`config.mk`:
```
export PLATFORM = sky130hd
export DESIGN_NAME = alu_share_arbiter
export DESIGN_NICKNAME = d
export VERILOG_FILES = /design/src/rtl/alu_share_arbiter.sv
export SDC_FILE = /design/constraint.sdc
export NUM_CORES = 1
export LEC_CHECK = 0
export ABC_CLOCK_PERIOD_IN_PS = 3400
export BUFFER_PORTS_ARGS = -buffer_cell sky130_fd_sc_hd__buf_2
export CORE_AREA = 2 2 234 236
export DETAILED_ROUTE_END_ITERATION = 10
export DIE_AREA = 0 0 236 238
export PLACE_DENSITY = 0.4
export SKIP_LAST_GASP = 1
export SYNTH_ARGS = -nofsm -noshare
export SYNTH_HDL_FRONTEND = slang
export SYNTH_SLANG_ARGS = --single-unit
```
`constraint.sdc`:
```
create_clock -name clk -period 3.4 [get_ports clk]
set_input_delay 0.17 -clock clk [delete_from_list [all_inputs] [get_ports clk]]
set_output_delay 0.17 -clock clk [all_outputs]
set_load 0.05 [all_outputs]
```
`src/rtl/alu_share_arbiter.sv`:
```
// alu_share_arbiter: shares one external combinational ALU between two
// requesters. Round-robin (or fixed-priority) arbitration, one transaction in
// flight, registered operands and results giving a fixed 2-cycle latency.
module alu_share_arbiter #(
  parameter int XLEN  = 64,
  parameter int OPW   = 4,
  parameter bit RR_EN = 1'b1
) (
  input  logic            clk,
  input  logic            reset,
  // port 0 request
  input  logic            req0_valid,
  output logic            req0_ready,
  input  logic [XLEN-1:0] req0_a,
  input  logic [XLEN-1:0] req0_b,
  input  logic [OPW-1:0]  req0_op,
  // port 1 request
  input  logic            req1_valid,
  output logic            req1_ready,
  input  logic [XLEN-1:0] req1_a,
  input  logic [XLEN-1:0] req1_b,
  input  logic [OPW-1:0]  req1_op,
  // port 0 response
  output logic            rsp0_valid,
  input  logic            rsp0_ready,
  output logic [XLEN-1:0] rsp0_out,
  output logic            rsp0_zero,
  output logic            rsp0_err,
  // port 1 response
  output logic            rsp1_valid,
  input  logic            rsp1_ready,
  output logic [XLEN-1:0] rsp1_out,
  output logic            rsp1_zero,
  output logic            rsp1_err,
  // shared ALU
  output logic [XLEN-1:0] alu_a,
  output logic [XLEN-1:0] alu_b,
  output logic [OPW-1:0]  alu_op,
  input  logic [XLEN-1:0] alu_out,
  input  logic            alu_zero,
  output logic            busy
);

  localparam logic [OPW-1:0] OP_ADD = OPW'(1);
  localparam logic [OPW-1:0] OP_CMP0 = OPW'(8);
  localparam logic [OPW-1:0] OP_CMP1 = OPW'(9);

  typedef enum logic [1:0] {
    S_IDLE = 2'd0,
    S_EXEC = 2'd1,
    S_RESP = 2'd2
  } state_t;

  state_t          state_q, state_d;
  logic            rr_ptr_q;
  logic            owner_q;
  logic            illegal_q;
  logic [XLEN-1:0] alu_a_q, alu_b_q;
  logic [OPW-1:0]  alu_op_q;
  logic [1:0]      rsp_valid_q, rsp_zero_q, rsp_err_q;
  logic [XLEN-1:0] rsp_out_q [2];

  logic            grant_valid_s;
  logic            grant_s;
  logic            rsp_hs_s;
  logic [XLEN-1:0] sel_a_s, sel_b_s;
  logic [OPW-1:0]  sel_op_s;
  logic            sel_illegal_s;
  logic [XLEN-1:0] res_out_s;
  logic            res_zero_s;

  // Operand mux for the current arbitration winner, plus result shaping:
  // illegal ops report zero output, and the zero flag is only meaningful for
  // the compare ops because the ALU leaves a stale flag for everything else.
  always_comb begin
    sel_a_s       = grant_s ? req1_a  : req0_a;
    sel_b_s       = grant_s ? req1_b  : req0_b;
    sel_op_s      = grant_s ? req1_op : req0_op;
    sel_illegal_s = (sel_op_s > OP_CMP1);
    res_out_s     = illegal_q ? '0 : alu_out;
    res_zero_s    = !illegal_q && ((alu_op_q == OP_CMP0) || (alu_op_q == OP_CMP1)) && alu_zero;
  end

  // Next-state, arbitration and request/response handshake decode.
  always_comb begin
    state_d       = state_q;
    grant_valid_s = 1'b0;
    grant_s       = 1'b0;
    req0_ready    = 1'b0;
    req1_ready    = 1'b0;
    rsp_hs_s      = 1'b0;
    case (state_q)
      S_IDLE: begin
        if (req0_valid && req1_valid) begin
          grant_valid_s = 1'b1;
          grant_s       = RR_EN ? rr_ptr_q : 1'b0;
        end else if (req0_valid) begin
          grant_valid_s = 1'b1;
          grant_s       = 1'b0;
        end else if (req1_valid) begin
          grant_valid_s = 1'b1;
          grant_s       = 1'b1;
        end else begin
          grant_valid_s = 1'b0;
        end
        if (grant_valid_s) begin
          req0_ready = !grant_s;
          req1_ready = grant_s;
          state_d    = S_EXEC;
        end else begin
          state_d = S_IDLE;
        end
      end
      S_EXEC: state_d = S_RESP;
      S_RESP: begin
        rsp_hs_s = owner_q ? rsp1_ready : rsp0_ready;
        if (rsp_hs_s) begin
          state_d = S_IDLE;
        end else begin
          state_d = S_RESP;
        end
      end
      default: state_d = S_IDLE;
    endcase
  end

  // FSM state register.
  always_ff @(posedge clk) begin
    if (reset) begin
      state_q <= S_IDLE;
    end else begin
      state_q <= state_d;
    end
  end

  // Capture operands/owner on accept; an illegal op leaves the ALU op alone.
  always_ff @(posedge clk) begin
    if (reset) begin
      rr_ptr_q  <= 1'b0;
      owner_q   <= 1'b0;
      illegal_q <= 1'b0;
      alu_a_q   <= '0;
      alu_b_q   <= '0;
      alu_op_q  <= OP_ADD;
    end else if (state_q == S_IDLE && grant_valid_s) begin
      rr_ptr_q  <= ~grant_s;
      owner_q   <= grant_s;
      illegal_q <= sel_illegal_s;
      alu_a_q   <= sel_a_s;
      alu_b_q   <= sel_b_s;
      if (!sel_illegal_s) begin
        alu_op_q <= sel_op_s;
      end
    end
  end

  // Result capture at the end of EXEC and valid clear on the owner's handshake.
  always_ff @(posedge clk) begin
    if (reset) begin
      rsp_valid_q  <= 2'b00;
      rsp_zero_q   <= 2'b00;
      rsp_err_q    <= 2'b00;
      rsp_out_q[0] <= '0;
      rsp_out_q[1] <= '0;
    end else if (state_q == S_EXEC) begin
      rsp_valid_q[owner_q] <= 1'b1;
      rsp_out_q[owner_q]   <= res_out_s;
      rsp_zero_q[owner_q]  <= res_zero_s;
      rsp_err_q[owner_q]   <= illegal_q;
    end else if (rsp_hs_s) begin
      rsp_valid_q[owner_q] <= 1'b0;
    end
  end

  assign alu_a      = alu_a_q;
  assign alu_b      = alu_b_q;
  assign alu_op     = alu_op_q;
  assign rsp0_valid = rsp_valid_q[0];
  assign rsp0_out   = rsp_out_q[0];
  assign rsp0_zero  = rsp_zero_q[0];
  assign rsp0_err   = rsp_err_q[0];
  assign rsp1_valid = rsp_valid_q[1];
  assign rsp1_out   = rsp_out_q[1];
  assign rsp1_zero  = rsp_zero_q[1];
  assign rsp1_err   = rsp_err_q[1];
  assign busy       = (state_q != S_IDLE);

endmodule

```
==> After elaboration in Yosys (flattened, before gate mapping) <==
Memory sizes are Yosys's and may differ from the RTL's.
Index checks and enable logic that the tools add are counted.
{ "op_classes": {"n_reduce_logical": 13, "magnitude_cmp": 3, "n_bitwise": 5, "mux": 36, "n_eq_ne": 4} }
{ "ops": {"columns": ["cell", "n"], "rows": [
  ["two-way mux 64 bit", 4],
  ["OR reduction 64 bit", 1],
  ["two-way mux 1 bit", 24],
  ["== test 4 bit (second input constant)", 2],
  ["two-way mux 2 bit", 3],
  ["case mux 2 bit (3 select lines)", 1],
  ["logical AND 1 bit", 5],
  ["bitwise mux 2 bit", 2],
  ["greater-than comparator 4 bit (second input constant)", 1],
  ["two-way mux 4 bit", 1],
  ["nonzero test 2 bit", 2],
  ["bitwise AND 2 bit", 1],
  ["== test 2 x 1 -> 1 bit (second input constant)", 1],
  ["== test 2 bit (second input constant)", 1],
  ["logical NOT 1 bit", 2],
  ["logical NOT 2 bit", 1],
  ["less-than comparator 1 x 2 -> 1 bit (second input constant)", 1],
  ["inverter 1 bit", 2],
  ["inverter 2 bit", 1],
  ["OR 2 bit", 1],
  ["AND reduction 2 bit", 1],
  ["demux 1 bit (select 1 bit)", 1],
  ["greater-or-equal comparator 1 bit (second input constant)", 1],
  ["logical OR 1 bit", 1]
]} }
{ "totals": {"n_memories": 1, "reg_bits": 143, "output_inout_bits": 269, "ramBits": 128, "in_bits": 335} }
{ "memory_table": {"columns": ["name", "words", "width", "rd", "rd_clocked_by_memory_dff", "write_ports", "line_no", "source"], "rows": [
  ["rsp_out_q", 2, 64, 2, 0, 2, "61", "logic [XLEN-1:0] rsp_out_q [2];"]
]} }

==> Logic depth before layout (Yosys ltp) <==
Gate-level depths: netlist of run 1.
{ "logic_depth": {"ltp_word": 9, "depth_mapped": 8} }

==> Worst setup path before layout of run 1 <==
Ideal clock, no wire load.
{ "synth_path": {"path_type": "register to register", "startpoint": "register state_q[0]", "endpoint": "memory rsp_out_q[0][0], enable pin", "synth_period_minus_slack_ns": 2.427, "required_ns": 2.982, "path_slack_ns": 0.973, "t_arrival_ns": 2.008, "stages_incl_launch_ff": 5, "setup_time_ns": 0.418, "n_path_buf": 0, "cell_sequence": "dfxtp_1 > nand2b_1 > nor2_1 > nor2_1 > inv_1"} }
{ "synth_lines": {"columns": ["item", "line_no", "source"], "rows": [
  ["start, declared", "54", "state_t state_q, state_d;"],
  ["start signal, assigned", "132", "state_q <= state_d;"],
  ["end, declared", "61", null]
]} }

==> Worst setup path after layout of run 1 <==
{ "layout_path": {"startpoint": "register state_q[0]", "endpoint": "register alu_a_q[55] (netlist: alu_a[55])"} }
{ "layout_via": {"elab_chain_len": 3, "word_cells_on_any_way": 5, "classes_between": "3 x mux; 2 x reduce/logical"} }
{ "layout_rtl": {"columns": ["item", "line_no", "source"], "rows": [
  ["logical NOT 2 bit *", "92, 145", null],
  ["two-way mux 1 bit", "92", "case (state_q)"],
  ["two-way mux 64 bit or logical AND 1 bit (tied branches)", "76, 145", null],
  ["end signal, assigned", "149", "alu_a_q <= sel_a_s;"],
  ["end, declared", "58", "logic [XLEN-1:0] alu_a_q, alu_b_q;"]
]} }
Every way passes the cells marked *; elsewhere a longest branch is shown, timed or not.
A chain may end at the register's enable or synchronous reset.

==> impl_metrics.py, run 1 <==
metrics = {
    "timing": {
        "finClkSkew_ns": 0.01613,
        "tns_ns": 0,
        "fin_ws_ns": 0.6569,
        "period_minus_slack_ns": 2.743,
        "rsz0062_at_grt": "no",
        "finalSetupViolations": 0,
        "finalMaxSlewViolations": 0,
        "max_freq_mhz": 364.5,
        "period_share_pct": 80.68,
        "tightest_slew_ns": 1.000,
        "finalHoldViolCount": 0,
        "max-slew-margin-rel_pct": 33.31,
    },
    "yosys": {
        "synth_simple_gate_area_share_pct": 15.67,
        "synth-edff-count": 128,
        "ys.flop_type": "dfxtp_1",
        "ys_warn_count": 0,
        "yosys.area.top_type_share_pct": 37.61,
        "synth_area_leader_cell": "edfxtp_1",
        "synth_cell_types": 35,
        "synth_adder_area_share_pct": 0,
        "synth_common_cells": "nor2_1 (268), dfxtp_1 (143), a222oi_1 (128), edfxtp_1 (128), nand2b_1 (67)",
        "ys_seq_area_share_pct": 65.62,
        "synth_top_family_by_area": "simple AND/OR/NAND/NOR gates",
        "netlist_area_um2": 10220,
        "ys_ff_latch": 271,
        "synthMuxAreaShare_pct": 0.1102,
        "postSynthAreaPerCell_um2": 11.69,
        "yosysMostFrequentCell": "nor2_1",
        "synth-xor-area-share_pct": 0,
        "ys_top_cells_by_area": "edfxtp_1 (38%), dfxtp_1 (28%), a222oi_1 (13%)",
        "async_flop_share_pct": 0,
        "synth_compound_gate_area_share_pct": 13.98,
        "synth_cells": 874,
        "synth_nets": 1209,
    },
    "route": {
        "vias": 11234,
        "drtIter0Drc": 937,
        "routedWlPerCell_um": 20.15,
        "final_antenna_net_count": 0,
        "wirelength_um": 50600,
        "drcViolationCount": 0,
        "vias_per_cell": 4.474,
        "firstDrtPassIters": 10,
    },
    "final_layout": {
        "regArea_um2": 6708,
        "drive_above_1_share_pct": 38.01,
        "fillCellCount": 5545,
        "syn2layout_area_growth_pct": 79.42,
        "fin_cells": 2511,
        "fin_nets": 2111,
        "multi_input_area_um2": 3057,
        "final_util_pct": 34.28,
    },
    "setup_path": {
        "arrival_ns": 3.20,
        "cp.required_ns": 3.85,
        "end_kind": "flip-flop",
        "cp-start-kind": "flip-flop",
        "crit_type": "reg2reg",
        "path_max_fanout": 52,
    },
    "power": {
        "finalPower_w": 0.01044,
        "ir_drop_uv": 378.9,
        "power_density_nw_per_um2": 569.2,
        "power_leakage_nw": 8.082,
    },
    "clock_tree": {
        "numCtsBuffers": 34,
        "clock_sinks": 271,
        "cts-resized-gates": 0,
        "worstSkewPairLatency_ns": 0.53,
        "cts_tree": "built",
        "cts_max_path_buffers": 3,
        "cts-htree-levels": 2,
        "root_buffer": "clkbuf_16",
        "path_clk_slew_ns": 0.06,
    },
    "die": {
        "row_count": 85,
        "die_h_um": 238,
        "ios": 604,
        "core_um2": 53500,
        "dieArea_um2": 56170,
        "die_w_um": 236,
        "initial_utilization_pct": 19.10,
    },
    "outcome": {
        "status": "finished, final reports clean",
    },
    "job": {
        "cap_viol_max_count": 0,
    },
    "global_route": {
        "gr-total-overflow": 0,
        "grt_pass1_wl_um": 72820,
        "grt-busiest-layer": "met2",
        "use_met2_pct": 29.83,
        "met3_usage_pct": 6.097,
        "grt_pass1_vias": 11634,
        "grt_max_degree": 88,
        "met1_usage_pct": 18.82,
        "antenna_found_initial": 38,
        "track_usage_pct": 17.30,
    },
    "place": {
        "numPortBuffers": 603,
        "dp_slack_ns": 1.225,
        "hpwl_um": 35860,
        "gp_congestion": 0.8220,
        "placed_cells_incl_taps": 2115,
    },
    "min_path": {
        "hp-class": "in2reg",
    },
}
[cells by family after synthesis]
kind of cell | Yosys count
buf+inv | 88
flops | 271
mux | 1
compound gates | 149
simple gates | 365
[state kept, by name, indices dropped and copies added, names as in the netlist, named ones only]
name,cells
rsp_zero_q,2
state_q,2
rr_ptr_q,1
illegal_q,1
alu_b,64
rsp_err_q,2
alu_a,64
alu_op,4
owner_q,1
rsp_out_q,128
[power breakdown]
| part | total [W] | switching (W) | internal [W] |
|---|---|---|---|
| Combinational | 0.00285 | 0.00180 | 0.00106 |
| Clock | 0.00373 | 0.00144 | 0.00229 |
| Sequential | 0.00386 | 0.000152 | 0.00371 |
[routing by layer]
layer  wire [um]  vias to the layer above
li1            -                     5114
met1       18860                     5383
met2       24510                      595
met3        4500                      132
met4        2667                       10
met5          60                        -
[worst paths after layout]
| check | start | endpoint | slack [ns] | cells past startpoint |
|---|---|---|---|---|
| max reg2reg | state_q[0]$_SDFF_PP0_ | alu_a[55]$_SDFFE_PP0P_ | 0.66 | 7 |
| min reg2reg | alu_op[3]$_SDFFE_PP0P_ | alu_op[3]$_SDFFE_PP0P_ | 0.48 | 2 |
| min | alu_out[62] | rsp_out_q[0][62]$_SDFFCE_PN0P_ | 0.03 | 3 |
| max | state_q[0]$_SDFF_PP0_ | alu_a[55]$_SDFFE_PP0P_ | 0.66 | 7 |
[placed cells by master (no fill, tap or decap), drive strengths merged]
cell type,netlist,routed
nand2b,67,67
o221ai,1,1
nand3b,1,1
and3,1,1
mux2,1,1
clkbuf,42,46
a31oi,1,1
bufinv,0,5
dfxtp,143,143
a211oi,1,1
a222oi,128,128
inv,8,10
a221oi,1,1
or3,2,2
nor2,269,269
and2,1,1
nand2,7,7
a311oi,3,3
buf,38,625
a21oi,5,5
edfxtp,128,128
clkinv,0,4
a22o,4,4
nand4,1,1
dlygate4sd3,0,321
nor3b,1,1
nand3,3,3
and4,3,3
nor3,8,8
o21ai,5,5
nor4,1,1
diode,0,18
[worst max-delay path: stages (launching register included)]
cell and delay (ns):
dfxtp_1 0.39, nor2_4 0.27, nand3_2 0.19, inv_4 0.50, buf_4 0.41, a222oi_1 0.16
dlygate4sd3_1 0.60, nor2_1 0.09
[metrics by stage]
stage               hold WS [ns]  cell area [um^2]
detailed placement        0.4320             13960
CTS                     0.001681             18290
finish                   0.03142             18340
global placement          0.4250             13960
global route             0.02089             18320
floorplan                 0.3347             10220
[final cells by class]
class,instances,share of cell area [%]
clock inverter,11,1.071
sequential,271,36.58
inverter,8,0.1911
clock buffer,46,5.049
timing repair buffer,946,35.44
tap,696,4.749
multi-input combinational,515,16.67
antenna,18,0.2457
[what timing repair did]
action,4_1_cts,5_1_grt
endpoints found under the hold margin,244,0
hold buffers,321,0
setup buffers,0,0
Note: power is estimated with default switching activity, not from simulation.
==> inputs of run 2 (changes only) <==
--- a/config.mk
+++ b/config.mk
@@ -5,12 +5,12 @@
 export SDC_FILE = /design/constraint.sdc
 export NUM_CORES = 1
 export LEC_CHECK = 0
-export ABC_CLOCK_PERIOD_IN_PS = 3400
+export ABC_CLOCK_PERIOD_IN_PS = 2500
 export BUFFER_PORTS_ARGS = -buffer_cell sky130_fd_sc_hd__buf_2
 export CORE_AREA = 2 2 234 236
 export DETAILED_ROUTE_END_ITERATION = 10
 export DIE_AREA = 0 0 236 238
-export PLACE_DENSITY = 0.4
+export PLACE_DENSITY = 0.41
 export SKIP_LAST_GASP = 1
 export SYNTH_ARGS = -nofsm -noshare
 export SYNTH_HDL_FRONTEND = slang
==> constraint.sdc (replaced) <==
create_clock -name clk -period 2.5 [get_ports clk]
set_input_delay 0.125 -clock clk [delete_from_list [all_inputs] [get_ports clk]]
set_output_delay 0.125 -clock clk [all_outputs]
set_load 0.05 [all_outputs]
==> impl_metrics.py, run 2 (synthesis gave the netlist of run 1 again) <==
metrics = {
    "outcome": {
        "status": "finished, final reports clean",
    },
    "die": {
        "die_h_um": 238,
        "ios": 604,
        "core_um2": 53500,
        "die_w_um": 236,
        "row_count": 85,
        "dieArea_um2": 56170,
        "initial_utilization_pct": 19.10,
    },
    "power": {
        "ir_drop_uv": 515.6,
        "power_leakage_nw": 8.263,
        "power_density_nw_per_um2": 742.8,
    },
    "setup_path": {
        "cp-start-kind": "flip-flop",
        "end_kind": "flip-flop",
        "crit_path_top_delay_cell": "dlygate4sd3_1",
        "path_max_fanout": 7,
        "cp_top_family": "buffers and inverters",
        "crit_type": "reg2reg",
        "r2r_slack_ns": 0.14,
        "path_cells": "a211oi_2 > nand2_2 > o221ai_2 > dlygate4sd3_1 > a21oi_1 > dlygate4sd3_1",
        "critPathMaxStageDelay_ns": 0.58,
        "path_buf_inv": 2,
        "cp.required_ns": 2.92,
        "arrival_ns": 2.78,
        "crit_path_frequent_cell": "dlygate4sd3_1",
    },
    "timing": {
        "rsz0062_at_grt": "no",
        "tightest_slew_ns": 0.7313,
        "finalHoldViolCount": 0,
        "period_share_pct": 94.40,
        "finClkSkew_ns": 0.01642,
        "max-slew-margin-rel_pct": 51.25,
        "max_freq_mhz": 423.7,
        "finalSetupViolations": 0,
        "period_minus_slack_ns": 2.360,
        "finalMaxSlewViolations": 0,
        "tns_ns": 0,
    },
    "clock_tree": {
        "cts_max_path_buffers": 3,
        "root_buffer": "clkbuf_16",
        "cts_tree": "built",
        "numCtsBuffers": 34,
        "path_clk_slew_ns": 0.06,
        "clock_sinks": 271,
        "cts-htree-levels": 2,
        "worstSkewPairLatency_ns": 0.53,
    },
    "global_route": {
        "track_usage_pct": 16.61,
        "grt_pass1_vias": 11481,
        "antenna_found_initial": 21,
        "grt_pass1_wl_um": 71030,
        "grt_max_degree": 136,
        "gr-total-overflow": 0,
        "use_met2_pct": 28.63,
        "met3_usage_pct": 5.657,
        "met1_usage_pct": 18.99,
        "grt-busiest-layer": "met2",
    },
    "final_layout": {
        "syn2layout_area_growth_pct": 80.85,
        "regArea_um2": 6709,
        "regMostFlops": "rsp_out_q",
        "fillCellCount": 5568,
        "fin_nets": 2131,
        "drive_above_1_share_pct": 38.34,
        "layout_common_cells": "buf_2 (602), dlygate4sd3_1 (331), nor2_1 (268)",
        "final_common_cell": "buf_2",
        "multi_input_area_um2": 3073,
        "finalInstanceArea_um2": 18480,
        "largest_register_ffs": 128,
    },
    "place": {
        "gp_congestion": 0.7889,
        "hpwl_um": 34310,
        "numPortBuffers": 603,
        "place_area_um2": 14060,
    },
    "route": {
        "routedWlPerCell_um": 19.53,
        "vias_per_cell": 4.433,
        "wirelength_um": 49240,
        "final_antenna_net_count": 0,
        "drtIter0Drc": 948,
        "firstDrtPassIters": 8,
        "vias": 11181,
        "drcViolationCount": 0,
    },
    "min_path": {
        "hp-class": "in2reg",
    },
    "job": {
        "cap_viol_max_count": 0,
    },
}
run 2: cell types whose count changed in the layout (fill, tap and decap cells not counted), moves of 4 or more:
cell | before | now
diode_2 | 18 | 8
bufinv_16 | 5 | 0
clkinv_2 | 1 | 5
buf_4 | 15 | 20
dlygate4sd3_1 | 321 | 331
run 2: path summary, 6_finish.rpt:
kind | endpoint | cells after the start | start
max | alu_op[3]$_SDFFE_PP0P_ | 6 | state_q[0]$_SDFF_PP0_
min | rsp_out_q[0][36]$_SDFFCE_PN0P_ | 3 | alu_out[36]
max reg2reg | alu_op[3]$_SDFFE_PP0P_ | 6 | state_q[0]$_SDFF_PP0_
min reg2reg | rsp_err_q[1]$_SDFFE_PP0P_ | 1 | rsp_err_q[1]$_SDFFE_PP0P_
run 2: what timing repair did:
action / CTS / global route
resized for setup: 0 / 10
hold buffers: 330 / 1
setup endpoints to repair: 0 / 114
endpoints found under the hold margin: 256 / 1
setup buffers: 0 / 2
run 2: worst reg2reg max path, cell delays in order, from the launching register on:
cell and delay, ns:
dfxtp_2 0.37, a211oi_2 0.32, nand2_2 0.17, o221ai_2 0.22, dlygate4sd3_1 0.58, a21oi_1 0.04, dlygate4sd3_1 0.55
run 2: per-stage QoR:
| step | setup slack [ns] | utilization (%) | power [W] | cells | hold slack [ns] |
|---|---|---|---|---|---|
| 5_1_grt | 0.0004241 | 34.54 | 0.01434 | 2519 | 0.02350 |
| 6_report | 0.1399 | 34.55 | 0.01373 | 2522 | 0.02402 |
| 2_1_floorplan | 0.07342 | - | 0.007473 | 874 | 0.2897 |
| 4_1_cts | 0.01476 | 34.35 | 0.01386 | 2510 | 0.0008453 |
| 3_5_place_dp | 0.5639 | 26.28 | 0.008526 | 2122 | 0.3808 |
| 3_3_place_gp | 0.5652 | 26.28 | 0.008523 | 2122 | 0.3805 |
run 2: area by class of cell:
class                   instances  share of cell area [%]
repair buffers                966                   36.52
flip-flops and latches        271                   36.30
multi-input cells             515                   16.63
clock buffers                  44                   5.084
well taps                     696                   4.712
clock inverters                14                  0.4129
inverters                       8                  0.2437
diodes                          8                  0.1083
run 2: where the power goes:
| group | leakage (nW) | switching, W | internal, W |
|---|---|---|---|
| clock | 0.497 | 0.00194 | 0.00265 |
| combinational | 5.25 | 0.00247 | 0.00144 |
| sequential | 2.52 | 0.000191 | 0.00504 |
| total | 8.26 | 0.00460 | 0.00913 |
run 2: per-layer routing:
| metal | vias to the layer above | part of all wire (%) |
|---|---|---|
| li1 | 5142 | - |
| met5 | - | 0.13 |
| met3 | 90 | 9.0 |
| met1 | 5358 | 39 |
| met2 | 581 | 49 |
| met4 | 10 | 3.4 |
==> inputs of run 3 (changes only) <==
--- a/config.mk
+++ b/config.mk
@@ -11,6 +11,7 @@
 export DETAILED_ROUTE_END_ITERATION = 10
 export DIE_AREA = 0 0 236 238
 export PLACE_DENSITY = 0.41
+export REMOVE_ABC_BUFFERS = 1
 export SKIP_LAST_GASP = 1
 export SYNTH_ARGS = -nofsm -noshare
 export SYNTH_HDL_FRONTEND = slang
==> impl_metrics.py, run 3 (synthesis gave the netlist of run 1 again) <==
metrics = {
    "timing": {
        "period_share_pct": 94.58,
        "finalHoldViolCount": 0,
        "finClkSkew_ns": 0.007510,
        "max_freq_mhz": 422.9,
        "fin_ws_ns": 0.1356,
        "tns_ns": 0,
        "tightest_slew_ns": 0.8027,
        "period_minus_slack_ns": 2.364,
        "finalMaxSlewViolations": 0,
        "max-slew-margin-rel_pct": 46.48,
        "finalSetupViolations": 0,
    },
    "setup_path": {
        "crit_type": "reg2reg",
        "cp.required_ns": 2.88,
        "cp-start-kind": "flip-flop",
        "path_buf_inv": 3,
        "r2r.worst_path.cells": 7,
        "r2r_slack_ns": 0.14,
        "startpoint": "rr_ptr_q$_SDFFE_PP0P_",
        "end_kind": "flip-flop",
        "r2r_end": "alu_a[11]$_SDFFE_PP0P_",
        "critPathMaxStageDelay_ns": 0.63,
        "critPathCapture": "alu_a[11]$_SDFFE_PP0P_",
        "path_cells": "nand2b_1 > nand3_4 > inv_6 > buf_12 > a222oi_1 > dlygate4sd3_1 > nor2_1",
        "r2r_start": "rr_ptr_q$_SDFFE_PP0P_",
        "path_depth": 7,
        "path_max_fanout": 41,
        "cp_top_family": "buffers and inverters",
        "arrival_ns": 2.75,
        "crit_path_top_delay_cell": "dlygate4sd3_1",
    },
    "route": {
        "wirelength_um": 49770,
        "drcViolationCount": 0,
        "routedWlPerCell_um": 19.59,
        "final_antenna_net_count": 0,
        "vias": 11212,
        "vias_per_cell": 4.414,
        "firstDrtPassIters": 8,
        "drtIter0Drc": 865,
    },
    "final_layout": {
        "fillCellCount": 5506,
        "drive_above_1_share_pct": 38.73,
        "final_common_cell": "buf_2",
        "fin_nets": 2135,
        "layout_common_cells": "buf_2 (602), dlygate4sd3_1 (328), nor2_1 (268)",
        "largest_register_ffs": 128,
        "syn2layout_area_growth_pct": 81.95,
        "finalInstanceArea_um2": 18600,
        "final_util_pct": 34.76,
        "regMostFlops": "rsp_out_q",
    },
    "job": {
        "cap_viol_max_count": 0,
    },
    "clock_tree": {
        "root_buffer": "clkbuf_16",
        "cts_tree": "built",
        "cts-htree-levels": 2,
        "numCtsBuffers": 35,
        "cts_max_path_buffers": 3,
        "worstSkewPairLatency_ns": 0.52,
        "clock_sinks": 271,
        "path_clk_slew_ns": 0.06,
    },
    "die": {
        "die_h_um": 238,
        "ios": 604,
        "initial_utilization_pct": 19.10,
        "row_count": 85,
        "die_w_um": 236,
        "dieArea_um2": 56170,
        "core_um2": 53500,
    },
    "place": {
        "hpwl_um": 35250,
        "dp_slack_ns": 0.4929,
        "place_area_um2": 14050,
        "gp_congestion": 0.7787,
        "numPortBuffers": 603,
    },
    "min_path": {
        "hp-class": "in2reg",
    },
    "global_route": {
        "grt_pass1_vias": 11470,
        "track_usage_pct": 16.90,
        "gr-total-overflow": 0,
        "grt_max_degree": 135,
        "antenna_found_initial": 30,
        "grt_pass1_wl_um": 71980,
    },
    "power": {
        "power_density_nw_per_um2": 767.5,
        "power_leakage_nw": 8.211,
        "ir_drop_uv": 456.4,
    },
    "outcome": {
        "status": "finished, final reports clean",
    },
}
-- run 3: stage by stage --
step                instances  hold WS, ns  total power (W)
CTS                      2515      0.01261          0.01439
global placement         2127       0.3779         0.008516
finish                   2540      0.03348          0.01427
floorplan                 794       0.1941         0.007363
global route             2536      0.04118          0.01485
detailed placement       2127       0.3874         0.008520
-- run 3: routing by layer --
layer	routed length, um	GRT usage (%)
met5	46	0
met4	1942	7.817
met3	4219	5.541
met2	24140	28.72
met1	19420	19.24
-- run 3: layout make-up --
class	count	area [um^2]	area share (%)
antenna	21	52.55	0.2826
multi-input combinational	515	3064	16.48
clock buffer	48	1017	5.470
tap	696	870.8	4.683
clock inverter	12	140.1	0.7536
timing repair buffer	969	6700	36.03
sequential	271	6710	36.09
inverter	8	40.04	0.2153
-- run 3: report_power, final --
part / leakage, nW / switching [W] / internal, W / total [W]
registers: 2.52 / 0.000199 / 0.00504 / 0.00524
logic: 5.13 / 0.00246 / 0.00148 / 0.00394
clock network: 0.563 / 0.00195 / 0.00315 / 0.00509
-- run 3: worst min path at each step --
stage | start | to | slack, ns | cells after the start
6_report | alu_out[20] | rsp_out_q[0][20]$_SDFFCE_PN0P_ | 0.03 | 3
5_1_grt | alu_out[20] | rsp_out_q[0][20]$_SDFFCE_PN0P_ | 0.04 | 3
4_1_cts | req1_op[3] | illegal_q$_SDFFE_PP0P_ | 0.01 | 3
3_3_place_gp | req0_b[13] | alu_b[13]$_SDFFE_PP0P_ | 0.38 | 3
2_1_floorplan | reset | state_q[1]$_SDFF_PP0_ | 0.19 | 1
3_5_place_dp | req0_a[15] | alu_a[15]$_SDFFE_PP0P_ | 0.39 | 3
-- run 3: timing repair --
item                                   CTS  global route
resized for setup                        0             7
endpoints found under the hold margin  255             0
buffers inserted                         0             4
hold buffers                           328             0
setup endpoints to repair                0            93
-- run 3: tightest hold or removal path, cell delays in order --
cell and delay [ns]:
buf_2 0.11, nand2b_1 0.10, nor2_1 0.10
